==> config.mk <==
export PLATFORM = sky130hd
export DESIGN_NAME = axi_stream_remove_header
export DESIGN_NICKNAME = d
export VERILOG_FILES = /design/src/rtl/axi_stream_remove_header.sv
export SDC_FILE = /design/constraint.sdc
export NUM_CORES = 1
export LEC_CHECK = 0
export CELL_PAD_IN_SITES_DETAIL_PLACEMENT = 2
export CELL_PAD_IN_SITES_GLOBAL_PLACEMENT = 2
export CORE_MARGIN = 2
export CORE_UTILIZATION = 34
export CTS_CLUSTER_DIAMETER = 200
export DETAILED_ROUTE_END_ITERATION = 6
export GPL_ROUTABILITY_DRIVEN = 0
export MAX_ROUTING_LAYER = met4
export PLACE_DENSITY = 0.83
export SYNTH_ARGS = -nofsm -noshare
export SYNTH_HDL_FRONTEND = slang
export SYNTH_SLANG_ARGS = --single-unit
==> constraint.sdc <==
create_clock -name clk -period 5.49 [get_ports clk]
set_clock_uncertainty 0.05 [all_clocks]
set_input_delay 1.098 -clock clk [delete_from_list [all_inputs] [get_ports clk]]
set_output_delay 1.098 -clock clk [all_outputs]
set_load 0.01 [all_outputs]
==> src/rtl/axi_stream_remove_header.sv <==
// axi_stream_remove_header: strips a per-packet byte count from the head of an
// AXI-Stream packet, reports the stripped bytes and re-aligns the payload MSB-first.
module axi_stream_remove_header #(
    parameter int DATA_WD      = 32,
    parameter int DATA_BYTE_WD = DATA_WD / 8,
    parameter int BYTE_CNT_WD  = $clog2(DATA_BYTE_WD) + 1
) (
    input  logic                    clk,
    input  logic                    rst_n,
    input  logic                    valid_in,
    input  logic [DATA_WD-1:0]      data_in,
    input  logic [DATA_BYTE_WD-1:0] keep_in,
    input  logic                    last_in,
    output logic                    ready_in,
    output logic                    valid_out,
    output logic [DATA_WD-1:0]      data_out,
    output logic [DATA_BYTE_WD-1:0] keep_out,
    output logic                    last_out,
    input  logic                    ready_out,
    input  logic                    valid_remove,
    input  logic [BYTE_CNT_WD-1:0]  byte_remove_cnt,
    output logic                    ready_remove,
    output logic                    hdr_valid,
    output logic [DATA_WD-1:0]      hdr_data,
    output logic [DATA_BYTE_WD-1:0] hdr_keep,
    output logic                    hdr_err
);
    localparam logic [BYTE_CNT_WD-1:0]  WB  = BYTE_CNT_WD'(DATA_BYTE_WD);
    localparam logic [DATA_BYTE_WD-1:0] ALL = '1;

    typedef enum logic [1:0] {IDLE, HEAD, STREAM, FLUSH} state_t;

    state_t                  state_q, state_d;
    logic [BYTE_CNT_WD-1:0]  cnt_q, cnt_d, rem_cnt;
    logic [DATA_WD-1:0]      res_q, res_d;
    logic [DATA_BYTE_WD-1:0] res_keep_q, res_keep_d;
    logic                    valid_q, valid_d, last_q, last_d;
    logic [DATA_WD-1:0]      data_q, data_d;
    logic [DATA_BYTE_WD-1:0] keep_q, keep_d;
    logic                    hdr_valid_q, hdr_valid_d, hdr_err_q, hdr_err_d;
    logic [DATA_WD-1:0]      hdr_data_q, hdr_data_d;
    logic [DATA_BYTE_WD-1:0] hdr_keep_q, hdr_keep_d;
    logic                    adv, hs, beat_v, beat_l;
    logic [DATA_WD-1:0]      beat_d, sh_data;
    logic [DATA_BYTE_WD-1:0] beat_k, sh_keep, head_keep;

    function automatic logic [DATA_WD-1:0] bmask(input logic [DATA_BYTE_WD-1:0] k);
        for (int i = 0; i < DATA_BYTE_WD; i++) bmask[8*i +: 8] = {8{k[i]}};
    endfunction

    assign adv          = !valid_q || ready_out;
    assign ready_in     = (state_q == HEAD || state_q == STREAM) && adv;
    assign ready_remove = state_q == IDLE;
    assign hs           = valid_in && ready_in;
    assign rem_cnt      = WB - cnt_q;
    // residual kept left-aligned; its keep doubles as the FLUSH beat keep
    assign sh_data      = data_in << {cnt_q, 3'b000};
    assign sh_keep      = keep_in << cnt_q;
    assign head_keep    = ~(ALL >> cnt_q);

    always_comb begin
        state_d     = state_q;
        cnt_d       = cnt_q;
        res_d       = res_q;
        res_keep_d  = res_keep_q;
        hdr_valid_d = 1'b0;
        hdr_err_d   = 1'b0;
        hdr_data_d  = hdr_data_q;
        hdr_keep_d  = hdr_keep_q;
        beat_v      = 1'b0;
        beat_d      = '0;
        beat_k      = '0;
        beat_l      = 1'b0;
        case (state_q)
            IDLE: if (valid_remove) begin
                cnt_d   = byte_remove_cnt > WB ? WB : byte_remove_cnt;
                state_d = HEAD;
            end
            HEAD: if (hs) begin
                res_d       = sh_data;
                res_keep_d  = sh_keep;
                hdr_err_d   = |(head_keep & ~keep_in);
                hdr_valid_d = !hdr_err_d;
                hdr_data_d  = data_in & bmask(head_keep);
                hdr_keep_d  = head_keep;
                beat_v      = (|sh_keep) && (cnt_q == '0 || last_in);
                beat_d      = sh_data;
                beat_k      = sh_keep;
                beat_l      = last_in;
                state_d     = last_in ? IDLE : STREAM;
            end
            STREAM: if (hs) begin
                res_d      = sh_data;
                res_keep_d = sh_keep;
                beat_v     = 1'b1;
                beat_d     = cnt_q == '0 ? data_in : res_q | (data_in >> {rem_cnt, 3'b000});
                beat_k     = cnt_q == '0 ? keep_in : (ALL << cnt_q) | (keep_in >> rem_cnt);
                beat_l     = last_in && (cnt_q == '0 || ~|sh_keep);
                state_d    = last_in ? (beat_l ? IDLE : FLUSH) : STREAM;
            end
            FLUSH: if (adv) begin
                beat_v  = 1'b1;
                beat_d  = res_q;
                beat_k  = res_keep_q;
                beat_l  = 1'b1;
                state_d = IDLE;
            end
        endcase
        valid_d = adv ? beat_v : valid_q;
        data_d  = adv ? beat_d & bmask(beat_k) : data_q;
        keep_d  = adv ? beat_k : keep_q;
        last_d  = adv ? beat_l : last_q;
    end

    always_ff @(posedge clk or negedge rst_n) begin
        if (!rst_n) begin
            state_q     <= IDLE;
            cnt_q       <= '0;
            res_q       <= '0;
            res_keep_q  <= '0;
            valid_q     <= 1'b0;
            data_q      <= '0;
            keep_q      <= '0;
            last_q      <= 1'b0;
            hdr_valid_q <= 1'b0;
            hdr_err_q   <= 1'b0;
            hdr_data_q  <= '0;
            hdr_keep_q  <= '0;
        end else begin
            state_q     <= state_d;
            cnt_q       <= cnt_d;
            res_q       <= res_d;
            res_keep_q  <= res_keep_d;
            valid_q     <= valid_d;
            data_q      <= data_d;
            keep_q      <= keep_d;
            last_q      <= last_d;
            hdr_valid_q <= hdr_valid_d;
            hdr_err_q   <= hdr_err_d;
            hdr_data_q  <= hdr_data_d;
            hdr_keep_q  <= hdr_keep_d;
        end
    end

    assign valid_out = valid_q;
    assign data_out  = data_q;
    assign keep_out  = keep_q;
    assign last_out  = last_q;
    assign hdr_valid = hdr_valid_q;
    assign hdr_err   = hdr_err_q;
    assign hdr_data  = hdr_data_q;
    assign hdr_keep  = hdr_keep_q;
endmodule

# After elaboration in Yosys (flattened, before gate mapping)
# Cells that the tools add are included.
classes:
  mul: 0
  n_reduce_logical: 20
  shifts: 6
  order_cmp: 1
  n_bitwise: 7
  muxes: 29
  eq_ne: 7
  add_sub_neg: 1
  div: 0
op_table:
  columns: ["operator", "n"]
  rows:
  - ["32-bit two-way mux", 4]
  - ["32-bit case mux with 3 select lines", 1]
  - ["32-bit AND", 2]
  - ["32-bit bitwise OR", 1]
  - ["32-bit by 6-bit left shift with 32-bit output", 1]
  - ["32-bit by 6-bit right shift with 32-bit output", 1]
  - ["4-bit two-way mux", 4]
  - ["2-bit two-way mux", 7]
  - ["4-bit case mux with 3 select lines", 1]
  - ["1-bit two-way mux", 8]
  - ["2-bit inequality test, second input constant", 4]
  - ["4-bit NOT", 2]
  - ["2-bit case mux with 4 select lines", 1]
  - ["4-bit OR reduction", 2]
  - ["1-bit case mux with 3 select lines", 2]
  - ["2-bit AND reduction", 3]
  - ["4-bit AND", 1]
  - ["2-bit equality test, second input constant", 2]
  - ["1-bit logical AND", 4]
  - ["1-bit logical OR", 4]
  - ["4-bit bitwise OR", 1]
  - ["4-bit AND reduction", 1]
  - ["4-bit by 3-bit left shift with 4-bit output", 1]
  - ["4-bit by 3-bit left shift with 4-bit output, first input constant", 1]
  - ["other kinds (10)", 12]
totals:
  mem_bits_ro: 0
  register_bits: 117
  ramBits: 0
  n_memories: 0
  latch_bits: 0

# Logic depth before layout (Yosys ltp)
depth:
  ltp_word: 9
  mapped_depth: 12
  depth_no_buf: 8

# Worst setup path after synthesis
# No wires, ideal clock.
synth_path:
  path_kind: "register to register"
  startpoint: "register cnt_q[0]"
  endpoint: "register data_q[13], in the netlist data_out[13]"
  setup_ns: 0.133
  required_time_ns: 5.307
  stages_incl_launch_ff: 13
  arrival_ns: 2.460
  slack_ns: 2.846
  path_cell_list: "dfrtp_1 > clkbuf_2 > buf_2 > clkinv_1 > ha_1 > ha_1 > nand2b_1 > buf_2 > buf_2 > nor2_1 > a2111oi_0 > a2bb2oi_1 > o21ai_0"
synth_between:
  elab_chain_cells: 7
  word_cells_on_any_way: 18
  cone_classes: "1 x add/sub; 5 x shift; 8 x mux; 3 x bitwise; 1 x reduce/logical"
synth_lines:
  columns: ["element", "line_no", "source"]
  rows:
  - ["start, declared", "34", "logic [BYTE_CNT_WD-1:0] cnt_q, cnt_d, rem_cnt;"]
  - ["start signal, assigned", "131", "cnt_q <= cnt_d;"]
  - ["3-bit subtractor", "55", "assign rem_cnt = WB - cnt_q;"]
  - ["32-bit by 6-bit right shift with 32-bit output or 4-bit by 3-bit right shift with 4-bit output (tied branches)", "96, 97", null]
  - ["32-bit bitwise OR or 4-bit bitwise OR (tied branches)", "96, 97", null]
  - ["32-bit two-way mux or 4-bit two-way mux (tied branches)", "96, 97", null]
  - ["32-bit two-way mux or 4-bit two-way mux (tied branches)", "92", "STREAM: if (hs) begin"]
  - ["32-bit case mux with 3 select lines or 4-bit case mux with 3 select lines (tied branches)", "74", "case (state_q)"]
  - ["32-bit AND *", "110", "data_d = adv ? beat_d & bmask(beat_k) : data_q;"]
  - ["end signal, assigned", "135", "data_q <= data_d;"]
  - ["end, declared", "38", "logic [DATA_WD-1:0] data_q, data_d;"]
# Every way passes the cells marked *; elsewhere a longest branch is shown, timed or not.
# A chain may end at the register's enable or synchronous reset.

# Final worst setup path
layout_path:
  startpoint: "input port ready_out"
  endpoint: "output port ready_in"
layout_between:
  elab_chain_cells: 2
layout_lines:
  columns: ["element", "line_no", "source"]
  rows:
  - ["start, declared", "19", "input logic ready_out,"]
  - ["1-bit logical OR", "51", "assign adv = !valid_q || ready_out;"]
  - ["1-bit logical AND", "52", "assign ready_in = (state_q == HEAD || state_q == STREAM) && adv;"]
  - ["end, declared", "14", "output logic ready_in,"]
# Every way passes these cells.

==> impl_metrics.yaml <==
cells_and_area:
  diodes: 0
  fin_util: 0.448
  area_delta_synth_final_pct: 29.9
  fillers: 2108
  drive_above_1_share: 0.0727
  final_cells: 1132
  finalInstanceArea_sq_um: 8660
  nets: 906
timing:
  setup_tns_ns: 0
  setup_viol: 0
  hold_viol_final: 0
  fmaxAchievable_mhz: 271
  setup_ws_ns: 1.79
  rsz0062_at_grt: "false"
  post-route-period-util: 0.673
  drv_slew: 0
  slew_headroom: 0.186
  tightest_slew_ns: 1.21
  period_minus_slack_ns: 3.70
power:
  p_leak_nw: 3.53
  p_int_mw: 2.83
  seq_power_share: 0.243
  sw_frac_of_total: 0.457
  power_switching_mw: 2.38
  pwr-share-comb: 0.530
  peakVddDrop_mv: 0.429
  clkPwrFrac: 0.227
  power_density_nw_per_um2: 601
synthesis:
  yosysSeqAreaShare: 0.439
  synth-edff-count: 0
  synthMuxAreaShare: 0.0347
  synth_top_family_by_area: "compound AO/OA/AOI/OAI gates"
  synth-simple-area-share: 0.202
  avgSynthCellArea_sq_um: 8.77
  synth-xor-area-share: 0
  async_flop_share: 1.00
  synth_ff_type: "dfrtp_1"
  synth-seq-cells: 117
  synthesis.nets: 812
  synth_compound_area_frac: 0.262
  synth_adder_area_share: 0.0131
  yosysWarningCount: 0
  synth.cell_area_sq_um: 6670
  syn_inst: 760
  yosysUniqueCellTypes: 51
placed_design:
  numPortBuffers: 122
  placed_cells_incl_taps: 1100
  post-dp-hpwl_um: 19300
  pre_cts_ws_ns: 1.79
  dpl_cell_area_sq_um: 8050
floorplan:
  initial_core_util: 0.345
  rows: 51
  num_io_pins: 123
  core_sq_um: 19300
  die_w_um: 144
  dieHeight_um: 144
  dieArea_sq_um: 20700
worst_setup_path:
  crit_fanout: 5
  end_kind: "primary output"
  r2r_start: "cnt_q[0]"
  cp-start-kind: "input pin"
  worstPathArrival_ns: 2.55
  rrSetupSlack_ns: 1.97
  crit_required_ns: 4.34
  path_class: "in -> out"
  crit_start: "ready_out"
clock_network:
  postCtsSetupBuffers: 0
  clk_path_buf_depth: 2
  hold_buffers: 0
  clk_pin_slew_worst_paths_ns: 0.05
  tritoncts: "done"
  cts_buffers: 17
  cts_resized: 0
  cts-root-buf: "clkbuf_16"
  h-tree-depth: 4
  cts.sink_count: 117
  clk_latency_ns: 0.42
grt:
  grt_overflow_total: 0
  grt_pass1_vias: 7409
  grt_pass1_wl_um: 44100
  grt_antenna_before_repair: 0
  grt_usage: 0.294
  grt_max_degree: 81
route:
  drtIter0Drc: 468
  ant_nets: 0
  vias_per_cell: 6.00
  vias: 6792
  drc: 0
  drt_first_pass_iters: 6
  wl_um: 28900
  detail_route.wl_per_cell_um: 25.5
worst_hold_path:
  hold_path_class: "reg -> reg"
  min_from: "data_out[27]"
flow_run:
  drv_cap: 0
outcome:
  status: "finished clean"
## kinds of logic after synthesis
group | count (synthesis)
adders and majority gates | 7
DFF | 117
and+or+nand+nor | 295
muxes | 23
AOI/OAI and AO/OA | 246
buffers and inverters | 72
## area by class of cell
cell class | instances | area (sq um) | share of cell area
multi-input cells | 571 | 3420 | 0.394
flip-flops and latches | 117 | 2930 | 0.338
repair buffers | 137 | 1330 | 0.154
clock buffers | 20 | 467 | 0.0539
well taps | 265 | 332 | 0.0383
clock inverters | 12 | 151 | 0.0175
inverters | 10 | 37.5 | 0.00433
## cell usage in the layout, fill, tap and decap left out, types with 11 or more instances in the layout
master and instances:
nand2_1 178, clkdlybuf4s50_1 121, dfrtp_1 116, o21ai_0 56, nand2b_1 42, a21oi_1 37
nor2_1 30, a22o_1 28, a22oi_1 24, mux2i_1 22, clkbuf_16 17, a222oi_1 16
buf_4 16, and2_1 11, o21ai_1 11
## metrics by stage
step	power, mW	hold WS, ns
floorplan	2.93	0.397
global placement	3.78	0.413
detailed placement	3.95	0.428
CTS	5.20	0.441
global route	5.49	0.460
finish	5.21	0.434
## flip-flops by register name, summed over array words and instances (netlist names)
name and count:
valid_out 1, hdr_data 32, keep_out 4, data_out 32, res_q 32, state_q 2, cnt_q 3, res_keep_q 4
hdr_keep 4, last_out 1, hdr_valid 1, hdr_err 1
## worst paths after layout
check                                to  cells past startpoint
max                            ready_in                      4
min reg2reg                data_out[27]                      2
max reg2reg                data_out[26]                     10
min                        data_out[27]                      2
min in group asynchronous  hdr_data[27]                      1
max in group asynchronous  data_out[11]                      2
## Yosys cell counts (2+ instances only)
| master | count | area share |
|---|---|---|
| a2bb2oi_1 | 9 | 0.012 |
| o2bb2ai_1 | 9 | 0.012 |
| buf_6 | 4 | 0.0068 |
| o31ai_1 | 9 | 0.010 |
| nand2b_1 | 42 | 0.039 |
| inv_1 | 9 | 0.0051 |
| nor4_1 | 9 | 0.0084 |
| o221ai_1 | 2 | 0.0026 |
| dfrtp_1 | 117 | 0.44 |
| o21ai_0 | 56 | 0.042 |
| mux2i_1 | 22 | 0.033 |
| a21oi_1 | 37 | 0.028 |
| nand2_1 | 178 | 0.10 |
| nor2_1 | 30 | 0.017 |
| nor3_1 | 4 | 0.0030 |
| a32oi_2 | 2 | 0.0049 |
| or2_2 | 3 | 0.0028 |
| and3_1 | 9 | 0.0084 |
| a22oi_1 | 24 | 0.027 |
| a22o_1 | 28 | 0.037 |
| o21ai_1 | 11 | 0.0083 |
| buf_4 | 2 | 0.0023 |
| a211oi_1 | 9 | 0.010 |
| nand3_1 | 3 | 0.0023 |
| a222oi_1 | 16 | 0.024 |
| clkbuf_1 | 31 | 0.017 |
| buf_2 | 17 | 0.013 |
| and2_1 | 11 | 0.010 |
| ha_1 | 7 | 0.013 |
| o32a_1 | 8 | 0.012 |
| a31oi_1 | 8 | 0.0075 |
| a2111oi_0 | 8 | 0.011 |
| buf_1 | 7 | 0.0039 |
| o21ai_2 | 2 | 0.0026 |
## power groups by stage
| stage | Combinational, mW | Sequential, mW | Clock, mW |
|---|---|---|---|
| 2_1_floorplan | 1.65 | 1.29 | 0 |
| 3_3_place_gp | 2.53 | 1.25 | 0 |
| 3_5_place_dp | 2.67 | 1.27 | 0 |
| 4_1_cts | 2.73 | 1.26 | 1.20 |
| 5_1_grt | 2.96 | 1.29 | 1.24 |
| 6_report | 2.76 | 1.26 | 1.18 |
## routing by layer
| metal | vias up | part of all wire | global-route usage |
|---|---|---|---|
| met4 | 0 | 0.040 | 0.126 |
| li1 | 2934 | - | - |
| met5 | - | 0 | - |
| met1 | 3473 | 0.40 | 0.344 |
| met2 | 306 | 0.50 | 0.501 |
| met3 | 79 | 0.056 | 0.0500 |
## worst max-delay path: stages
cell and delay [ns]:
clkdlybuf4s50_1 0.53, nand2b_1 0.21, and2_1 0.17, clkdlybuf4s50_1 0.54
(Power assumes the default switching activity.)
